`src/rtl/pipe_stage_buffer_pkg.sv`:
```
// Shared pipeline types: stage payload structs, their widths, the buffer
// occupancy states and the stall-counter type.
package pipe_stage_buffer_pkg;

    typedef enum logic [1:0] {
        BUF_EMPTY = 2'd0,
        BUF_ONE   = 2'd1,
        BUF_FULL  = 2'd2
    } BufState;

    typedef struct packed {
        logic [31:0] pc;
        logic [31:0] instr;
    } DecodeStagePipeReg;

    typedef struct packed {
        logic [31:0] aluResult;
        logic [31:0] storeData;
        logic [4:0]  rd;
        logic        regWrite;
        logic        memRead;
        logic        memWrite;
    } ExecuteStagePipeReg;

    typedef struct packed {
        logic [31:0] result;
        logic [4:0]  rd;
        logic        regWrite;
        logic        memToReg;
    } MemoryStagePipeReg;

    typedef struct packed {
        logic [31:0] writeData;
        logic [4:0]  rd;
        logic        regWrite;
    } WriteBackStagePipeReg;

    localparam int DECODE_REG_W    = $bits(DecodeStagePipeReg);
    localparam int EXECUTE_REG_W   = $bits(ExecuteStagePipeReg);
    localparam int MEMORY_REG_W    = $bits(MemoryStagePipeReg);
    localparam int WRITEBACK_REG_W = $bits(WriteBackStagePipeReg);

    localparam int PIPE_STALL_W = 16;
    typedef logic [PIPE_STALL_W-1:0] PipeStall;

endpackage

```
`src/rtl/pipe_stage_buffer_sat_counter.sv`:
```
// Saturating up-counter with synchronous clear; clear wins over increment.
module pipe_stage_buffer_sat_counter #(
    parameter int CNT_WIDTH = 16
) (
    input  logic                 clk,
    input  logic                 rst_n,
    input  logic                 inc_i,
    input  logic                 clr_i,
    output logic [CNT_WIDTH-1:0] value_o
);

    logic [CNT_WIDTH-1:0] count_q;
    logic [CNT_WIDTH-1:0] count_d;

    always_comb begin
        count_d = count_q;
        if (clr_i) begin
            count_d = '0;
        end else if (inc_i && (count_q != '1)) begin
            count_d = count_q + CNT_WIDTH'(1);
        end
    end

    always_ff @(posedge clk or negedge rst_n) begin
        if (!rst_n) begin
            count_q <= '0;
        end else begin
            count_q <= count_d;
        end
    end

    assign value_o = count_q;

endmodule

```
`src/rtl/pipe_stage_buffer.sv`:
```
// Generic valid/ready pipeline register between two stages, with optional
// skid entry (registered in_ready), flush and a stall-cycle counter.
module pipe_stage_buffer
    import pipe_stage_buffer_pkg::*;
#(
    parameter int                    DATA_WIDTH    = 64,
    parameter bit                    SKID_EN       = 1'b1,
    parameter int                    CNT_WIDTH     = 16,
    parameter logic [DATA_WIDTH-1:0] RESET_PAYLOAD = '0
) (
    input  logic                  clk,
    input  logic                  rst_n,
    input  logic                  in_valid,
    output logic                  in_ready,
    input  logic [DATA_WIDTH-1:0] in_data,
    output logic                  out_valid,
    input  logic                  out_ready,
    output logic [DATA_WIDTH-1:0] out_data,
    input  logic                  flush,
    output logic [CNT_WIDTH-1:0]  stall_cnt,
    input  logic                  stall_cnt_clr
);

    BufState               state_q, state_d;
    logic [DATA_WIDTH-1:0] mainData_q, mainData_d;
    logic [DATA_WIDTH-1:0] skidData_q, skidData_d;
    logic                  skidValid;
    logic                  inFire;
    logic                  outFire;

    always_ff @(posedge clk or negedge rst_n) begin
        if (!rst_n) begin
            state_q    <= BUF_EMPTY;
            mainData_q <= RESET_PAYLOAD;
            skidData_q <= RESET_PAYLOAD;
        end else begin
            state_q    <= state_d;
            mainData_q <= mainData_d;
            skidData_q <= skidData_d;
        end
    end

    // Without a skid entry an accept-without-drain in ONE cannot occur,
    // so FULL is only ever reachable when SKID_EN is set.
    always_comb begin
        inFire     = in_valid & in_ready;
        outFire    = out_valid & out_ready;
        state_d    = state_q;
        mainData_d = mainData_q;
        skidData_d = skidData_q;
        if (flush) begin
            state_d    = BUF_EMPTY;
            mainData_d = RESET_PAYLOAD;
            skidData_d = RESET_PAYLOAD;
        end else begin
            unique case (state_q)
                BUF_EMPTY: begin
                    if (inFire) begin
                        state_d    = BUF_ONE;
                        mainData_d = in_data;
                    end
                end
                BUF_ONE: begin
                    if (inFire && outFire) begin
                        mainData_d = in_data;
                    end else if (inFire) begin
                        state_d    = SKID_EN ? BUF_FULL : BUF_ONE;
                        skidData_d = in_data;
                    end else if (outFire) begin
                        state_d = BUF_EMPTY;
                    end
                end
                BUF_FULL: begin
                    if (outFire) begin
                        state_d    = BUF_ONE;
                        mainData_d = skidData_q;
                        skidData_d = RESET_PAYLOAD;
                    end
                end
                default: begin
                    state_d = BUF_EMPTY;
                end
            endcase
        end
    end

    always_comb begin
        out_valid = (state_q != BUF_EMPTY);
        skidValid = (state_q == BUF_FULL);
        out_data  = mainData_q;
        if (SKID_EN) begin
            in_ready = !skidValid;
        end else begin
            in_ready = !out_valid | out_ready;
        end
    end

    pipe_stage_buffer_sat_counter #(
        .CNT_WIDTH (CNT_WIDTH)
    ) u_stallCounter (
        .clk     (clk),
        .rst_n   (rst_n),
        .inc_i   (out_valid & ~out_ready & ~flush),
        .clr_i   (stall_cnt_clr),
        .value_o (stall_cnt)
    );

endmodule
```
`config.mk`:
```
export PLATFORM = sky130hd
export DESIGN_NAME = pipe_stage_buffer
export DESIGN_NICKNAME = d
export VERILOG_FILES = /design/src/rtl/pipe_stage_buffer_pkg.sv /design/src/rtl/pipe_stage_buffer_sat_counter.sv /design/src/rtl/pipe_stage_buffer.sv
export SDC_FILE = /design/constraint.sdc
export NUM_CORES = 1
export LEC_CHECK = 0
export CORE_MARGIN = 5
export CORE_UTILIZATION = 51
export DETAILED_ROUTE_END_ITERATION = 10
export GPL_ROUTABILITY_DRIVEN = 0
export GPL_TIMING_DRIVEN = 0
export HOLD_SLACK_MARGIN = 0.03
export PLACE_DENSITY = 0.78
export SETUP_SLACK_MARGIN = 0.1
export SYNTH_ARGS = -nofsm -noshare
export SYNTH_HDL_FRONTEND = slang
export SYNTH_SLANG_ARGS = --single-unit
```
`constraint.sdc`:
```
create_clock -name clk -period 2.7 [get_ports clk]
set_input_delay 0.27 -clock clk [delete_from_list [all_inputs] [get_ports clk]]
set_output_delay 0.27 -clock clk [all_outputs]
set_load 0.1 [all_outputs]
```
==> results by group, run 1 <==
Status
  • Outcome: finished clean

Critical path
  • Slack of the worst reg-to-reg path: about 340 ps
  • Worst path slowest cell: dfrtp_1
  • Crit path top cell by count: clkbuf_4
  • Critical Path Sink Type: output pin
  • Worst Path Arrival: ~2100 ps
  • Worst reg2reg endpoint: out_data[39]$_DFFE_PN0P_
  • CP Class: register to output pin
  • Worst reg-to-reg path cell count: 6
  • Worst-path maximum fanout: 10
  • Worst path cell trace: nor2b_1 -> clkbuf_1 -> clkbuf_4 -> clkbuf_4 -> inv_1 -> buf_2
  • Crit path largest cell delay: 410 ps
  • Startpoint types: register
  • Req. time, crit path: approximately 2400 ps
  • RR Startpoint: state_q[1]$_DFFE_PN0P_

Synthesis
  • Syn_nets: 758
  • Average size of a mapped cell: a little under 10 µm²
  • Yosys top cell area share: between 50% and 60%
  • Ranking of synthesized cells by area: dfrtp_1 (55%), nand2_1 (11%), mux2i_1 (9.9%), o31ai_1 (7.8%), o21ai_0 (4.9%)
  • Post-synthesis register bit count: 146
  • Register area share after synthesis: a little over half
  • Post-Syn Area: ~6700 µm²
  • Ys Warns: 0
  • Synth Instances: slightly below 700
  • Synth unique cells: 34
  • Post-synth top area cell: dfrtp_1

Layout
  • Diodes inserted: 0
  • Area growth syn-to-layout: 35.14%
  • Final #Nets: between 900 and 1000
  • # fillers: between 1000 and 1500
  • Layout cells sized above 1: under 10%

Clocking
  • Post-CTS Setup Bufs: 0
  • CTS max path bufs: 2
  • TritonCTS clock tree: yes
  • Clock sink count: ~150
  • Reg clk slew, reported paths: about 60 ps
  • CTS Root Cell: clkbuf_16
  • Htree depth: 4
  • Num CTS Buffers: 17
  • Clock Latency Late Sink: 420 ps

Floorplanning
  • # IOs: ~150
  • Core ar.: 12720 µm²
  • Die Ht: 124.5 µm
  • Initial Utilization: between 50% and 60%
  • FP Rows: between 40 and 50
  • Die area: 15490 µm²
  • Die X-Extent: approximately 120 µm

Power and ir drop
  • Power Dens Cells: approximately 690 nW/µm²
  • Worst VDD drop: between 0.4 and 0.5 mV
  • Lkg Pwr: 0.003658 µW
  • Final total power: 6193 µW

Run
  • Maxcap violations: 0

Global route
  • First-pass GRT wire length: a little over 30 mm
  • Initial antenna violation count: 0
  • GRT Total Usage: between 20% and 30%
  • Grt ovf: 0
  • Largest net degree at the start of global routing: 76
  • Vias in the first global route: roughly 6000

Drt
  • Remaining DRCs: 0
  • Via density: 5.566
  • Via count: just under 6000
  • DR pass1 iterations: 7
  • Iter 0 DRT Violations: 460
  • DR WL/cell: around 17 µm
  • Detailed Route WL: 18.07 mm
  • Antenna-violating nets left: 0

Timing
  • Final Hold Vio Count: 0
  • Final setup viols: 0
  • Fin. max-slew vios: 0
  • Fin Hold WS: about 160 ps
  • FMAX: between 0.4 and 0.5 GHz
  • Final period utilization: between 80% and 90%
  • Tmin final: 2413 ps
  • Worst Tran Pin Value: slightly above 1000 ps
  • RSZ-0062 raised after global routing: false
  • Setup Skew: about 6.2 ps
  • Worst slew margin: a little under a third

Min path
  • Hold Path Class: input port to register
  • Hold path cells: 3
  • HP Start: flush
  • WHS Endpoint: state_q[1]$_DFFE_PN0P_

Placed design
  • HPWL after DPL: about 13 mm
  • Port bufs: 150
[cell usage after synthesis]
master	instances
nand2_1	199
dfrtp_1	146
o31ai_1	69
mux2i_1	66
o21ai_0	65
clkbuf_1	44
nor2_1	15
a21oi_1	10
nor2b_1	9
buf_2	8
mux2_2	7
a211oi_1	5
nand3_1	5
or3_1	5
or4_1	4
inv_1	3
nand2b_1	3
nand4_1	3
nor3_1	3
a221oi_1	2
and2_1	2
and3_1	2
a2111oi_0	1
a311oi_1	1
a31oi_1	1
a41oi_1	1
buf_1	1
buf_6	1
ha_1	1
nor4_1	1
o2111ai_1	1
o22a_1	1
or2_2	1
or2_4	1
[cell usage in the layout, fill, tap and decap left out, drive strengths merged, types with 2 or more instances in the layout]
cell / synthesis / routed
clkbuf: 44 / 69
or3: 5 / 5
a211oi: 5 / 5
nand4: 3 / 3
nor2: 15 / 15
dfrtp: 146 / 146
clkdlybuf4s50: 0 / 147
a21oi: 10 / 10
and2: 2 / 2
inv: 3 / 3
bufinv: 0 / 2
nand3: 5 / 5
o31ai: 69 / 69
nor2b: 9 / 9
and3: 2 / 2
mux2i: 66 / 66
buf: 10 / 11
or4: 4 / 4
nor3: 3 / 3
a221oi: 2 / 2
mux2: 7 / 7
nand2b: 3 / 3
or2: 2 / 2
o21ai: 65 / 65
nand2: 199 / 199
clkinvlp: 0 / 4
clkinv: 0 / 3
[how the worst max path moves through the flow]
stage | cells after the start | to | start
floorplan | 5 | u_stallCounter.value_o[12]$_DFFE_PN0P_ | u_stallCounter.value_o[3]$_DFFE_PN0P_
global placement | 1 | u_stallCounter.value_o[1]$_DFFE_PN0P_ | rst_n
detailed placement | 8 | skidData_q[55]$_DFFE_PN0P_ | out_ready
CTS | 6 | in_ready | state_q[0]$_DFFE_PN0P_
global route | 6 | in_ready | state_q[1]$_DFFE_PN0P_
finish | 6 | in_ready | state_q[1]$_DFFE_PN0P_
[registers in the layout, indices dropped and copies added, names as in the netlist]
signal,count
u_stallCounter.value_o,16
state_q,2
skidData_q,64
out_data,64
[power breakdown]
group	internal, µW	leakage [µW]	switching (µW)
Clock	1430	0.000275	879
Sequential	2370	0.00191	105
Combinational	376	0.00147	1040
[worst max-delay path, delay by kind of cell, from the launching register on]
kind,cells,cell delay (ps)
buffers and inverters,5,1160
and+or+nand+nor,1,150
DFF,1,410
[metrics by stage]
| step | instance area, µm² | util (%) | TNS [ps] | worst slack, ps | cells |
|---|---|---|---|---|---|
| 3_5_place_dp | 8429 | 66.26 | -1724 | -112.2 | 1010 |
| 6_report | 9027 | 70.96 | 0 | 286.7 | 1043 |
| 5_1_grt | 9027 | 70.96 | 0 | 112.3 | 1043 |
| 4_1_cts | 9019 | 70.89 | 0 | 165.4 | 1043 |
| 2_1_floorplan | 6684 | - | 0 | 128.8 | 687 |
| 3_3_place_gp | 8401 | 66.03 | -624690 | -4789 | 1009 |
[cells by family after synthesis]
| family | synth area share (%) |
|---|---|
| adders and majority gates | 0.1873 |
| buffers and inverters | 3.465 |
| muxes | 11.07 |
| AOI/OAI and AO/OA | 14.95 |
| DFF | 54.69 |
| and+or+nand+nor | 15.64 |
[metal layers]
metal	up-vias	GRT usage (%)	part of all wire [%]
met5	-	0	0
met4	0	10.32	2.9
met1	2815	30.11	41
li1	2737	-	-
met3	45	5.575	5.0
met2	208	39.66	51
[area by class of cell]
| class | count | area, µm² | area share [%] |
|---|---|---|---|
| Sequential cell | 146 | 3657 | 40.51 |
| Multi-Input combinational cell | 484 | 2795 | 30.96 |
| Timing Repair Buffer | 152 | 1538 | 17.03 |
| Clock buffer | 23 | 478.0 | 5.295 |
| Buffer | 54 | 227.7 | 2.523 |
| Tap cell | 172 | 215.2 | 2.384 |
| Clock inverter | 9 | 105.1 | 1.164 |
| Inverter | 3 | 11.26 | 0.1247 |
[what timing repair did]
action,4_1_cts,5_1_grt
endpoints found under the hold margin,71,0
resized for setup,6,5
setup endpoints to repair,16,22
hold buffers,1,0
gates cloned,0,0
Power figures use the tool's default switching activity.
==> run 2, diff against run 1 <==
--- a/config.mk
+++ b/config.mk
@@ -5,6 +5,7 @@
 export SDC_FILE = /design/constraint.sdc
 export NUM_CORES = 1
 export LEC_CHECK = 0
+export ABC_CLOCK_PERIOD_IN_PS = 2700
 export CORE_MARGIN = 5
 export CORE_UTILIZATION = 51
 export DETAILED_ROUTE_END_ITERATION = 10
==> results of run 2 <==
Same layout as run 1: the final DEF is identical, and so are final timing and power.
==> run 3, diff against run 2 <==
--- a/config.mk
+++ b/config.mk
@@ -6,6 +6,7 @@
 export NUM_CORES = 1
 export LEC_CHECK = 0
 export ABC_CLOCK_PERIOD_IN_PS = 2700
+export CORE_ASPECT_RATIO = 2
 export CORE_MARGIN = 5
 export CORE_UTILIZATION = 51
 export DETAILED_ROUTE_END_ITERATION = 10
==> run 3 against run 2 <==
Fmax is 3.3% lower. Non-clock buffer count did not move. Register-to-register slack is essentially flat. Global-route usage shrank 0.14 points. Critical path depth fell by 3. Largest power group unchanged. Clock skew up 3.2 ps. Sequential cell count unchanged. First-iteration DRC count shrank 39%. Critical path type unchanged. Worst setup slack worse by 82 ps.
==> results by group, run 3 (same netlist as run 1, synthesis figures left out) <==
Critical path
  • Worst-path maximum fanout: 6
  • Cell count along the critical path: 3
  • Worst path slowest cell: clkdlybuf4s50_1
  • Crit path largest cell delay: 1140 ps
  • Worst reg-to-reg path cell count: 6
  • Req. time, crit path: roughly 2400 ps
  • Worst reg2reg endpoint: out_data[15]$_DFFE_PN0P_
  • Worst path cell trace: nor2_1 -> inv_1 -> clkdlybuf4s50_1
  • Worst Path Arrival: 2230 ps
  • CP Class: register to output pin
  • Slack of the worst reg-to-reg path: 330 ps
  • Cell family with the largest share of critical-path delay: buffers and inverters
  • RR Startpoint: state_q[1]$_DFFE_PN0P_
  • Startpoint types: register
  • Buffers & Inverters on Critical Path: 2
  • Critical Path Sink Type: output pin

Global route
  • Met1 usage: 25.56%
  • GRT Max-Usage Layer: met2
  • Vias in the first global route: between 6000 and 7000
  • M2 GR Usage: around 44%
  • GRT Total Usage: around a quarter
  • First-pass GRT wire length: 30.01 mm
  • Initial antenna violation count: 3
  • Grt ovf: 0
  • Global Route met3 Usage: 4.832%
  • Largest net degree at the start of global routing: just under 80

Placed design
  • HPWL after DPL: around 14 mm
  • Port bufs: 150
  • Area after DPL: roughly 8400 µm²

Floorplanning
  • Core ar.: 12920 µm²
  • Die X-Extent: a little over 90 µm
  • # IOs: approximately 150
  • Die Ht: between 150 and 200 µm
  • Initial Utilization: between 50% and 60%
  • Die area: about 16000 µm²
  • FP Rows: between 50 and 60

Clocking
  • Post-CTS Setup Bufs: 0
  • CTS max path bufs: 2
  • TritonCTS clock tree: yes
  • Clock sink count: 146
  • Htree depth: 4
  • Num CTS Buffers: 17
  • CTS Root Cell: clkbuf_16
  • Reg clk slew, reported paths: about 60 ps
  • Clock Latency Late Sink: 420 ps

Drt
  • DR pass1 iterations: 5
  • Iter 0 DRT Violations: around 280
  • Remaining DRCs: 0
  • Via count: about 5800
  • Detailed Route WL: approximately 19 mm
  • Antenna-violating nets left: 0
  • DR WL/cell: 18.06 µm
  • Via density: 5.657

Timing
  • Setup Skew: roughly 9.4 ps
  • Worst Tran Pin Value: 1020 ps
  • Fin. max-slew vios: 0
  • Tmin final: between 2000 and 2500 ps
  • FMAX: roughly 0.40 GHz
  • Setup TNS: 0 ps
  • Final period utilization: between 90% and 100%
  • Final Hold Vio Count: 0
  • Final setup viols: 0
  • RSZ-0062 raised after global routing: false
  • Worst slew margin: 31.82%

Power and ir drop
  • Power Dens Cells: approximately 700 nW/µm²
  • Lkg Pwr: 0.003648 µW
  • Net Sw Frac: 33.65%
  • P_sw: roughly 2100 µW
  • Internal cell power: about 4100 µW
  • Combinational fraction of design power: between 20% and 30%
  • Sequential power share: roughly two fifths
  • Clock power frac: a little under two fifths
  • Worst VDD drop: 0.6943 mV

Layout
  • Final #Nets: just over 900
  • Area growth syn-to-layout: 35.01%
  • Commonest cells after routing, fill and taps aside: nand2_1 (199), clkdlybuf4s50_1 (148), dfrtp_1 (143)
  • Layout cells sized above 1: approximately 6.4%
  • Most common cell after layout, fill and taps aside: nand2_1
  • # fillers: about 1000
  • Final Instance Area: between 9000 and 10000 µm²

Run
  • Maxcap violations: 0

Min path
  • Hold path cells: 3
  • HP Start: flush
  • Hold Path Class: input port to register
  • WHS Endpoint: state_q[1]$_DFFE_PN0P_

Status
  • Outcome: finished clean
-- run 3: changes by cell type in the layout (fill, tap and decap cells not counted) --
cell and change:
clkbuf_1 -1, dlymetal6s2s_1 -1, clkinv_2 -3, clkdlybuf4s50_1 +1
clkbuf_8 -2, diode_2 +3, clkbuf_2 -1, inv_6 +3
clkinv_4 +5, clkinvlp_4 -1
-- run 3: what timing repair did --
action | in CTS | in global routing
setup endpoints to repair | 1 | 21
resized for setup | 5 | 4
hold endpoints to repair | 70 | 0
cloned | 0 | 0
hold buffers | 1 | 0
-- run 3: worst reg2reg max path, delay by kind of cell (launching register included) --
kind                   cells  cell delay (ps)
AO/OA/AOI/OAI              2              510
flip-flops                 1              420
buffers and inverters      3             1140
AND/OR/NAND/NOR            1              160
-- run 3: per-layer routing --
metal | wire length [µm] | part of all wire (%)
met5 | 0 | 0
met2 | 10210 | 55
met4 | 686 | 3.7
met3 | 906 | 4.9
met1 | 6735 | 36
-- run 3: how the worst max path moves through the flow --
stage	from	end	slack [ps]
5_1_grt	state_q[1]$_DFFE_PN0P_	skidData_q[48]$_DFFE_PN0P_	100
6_report	state_q[0]$_DFFE_PN0P_	out_valid	200
2_1_floorplan	u_stallCounter.value_o[3]$_DFFE_PN0P_	u_stallCounter.value_o[12]$_DFFE_PN0P_	130
3_5_place_dp	state_q[0]$_DFFE_PN0P_	in_ready	-60
3_3_place_gp	rst_n	u_stallCounter.value_o[2]$_DFFE_PN0P_	-4810
4_1_cts	state_q[1]$_DFFE_PN0P_	in_ready	130
-- run 3: layout make-up --
type | count | area, µm² | share of cell area, %
Sequential cell | 146 | 3657 | 40.55
Multi-Input combinational cell | 484 | 2795 | 30.99
Timing Repair Buffer | 152 | 1535 | 17.02
Clock buffer | 19 | 442.9 | 4.911
Buffer | 54 | 226.5 | 2.511
Tap cell | 152 | 190.2 | 2.109
Clock inverter | 13 | 152.6 | 1.693
Inverter | 3 | 11.26 | 0.1249
Antenna cell | 3 | 7.507 | 0.08324
-- run 3: per-stage QoR --
step	setup slack (ps)	std cells	hold WS, ps	total power (µW)	util (%)
3_5_place_dp	-59.56	990	324.0	3930	65.06
6_report	204.3	1026	173.2	6242	69.81
2_1_floorplan	128.8	687	-25.59	3438	-
5_1_grt	104.9	1026	190.1	6459	69.81
4_1_cts	130.7	1023	162.0	6278	69.70
3_3_place_gp	-4808	989	461.7	3892	64.83
-- run 3: power groups by stage --
| stage | combinational, µW | clock (µW) | sequential [µW] |
|---|---|---|---|
| 2_1_floorplan | 319 | 0 | 3120 |
| 3_3_place_gp | 1390 | 0 | 2500 |
| 3_5_place_dp | 1420 | 0 | 2510 |
| 4_1_cts | 1420 | 2380 | 2470 |
| 5_1_grt | 1490 | 2480 | 2490 |
| 6_report | 1420 | 2350 | 2470 |
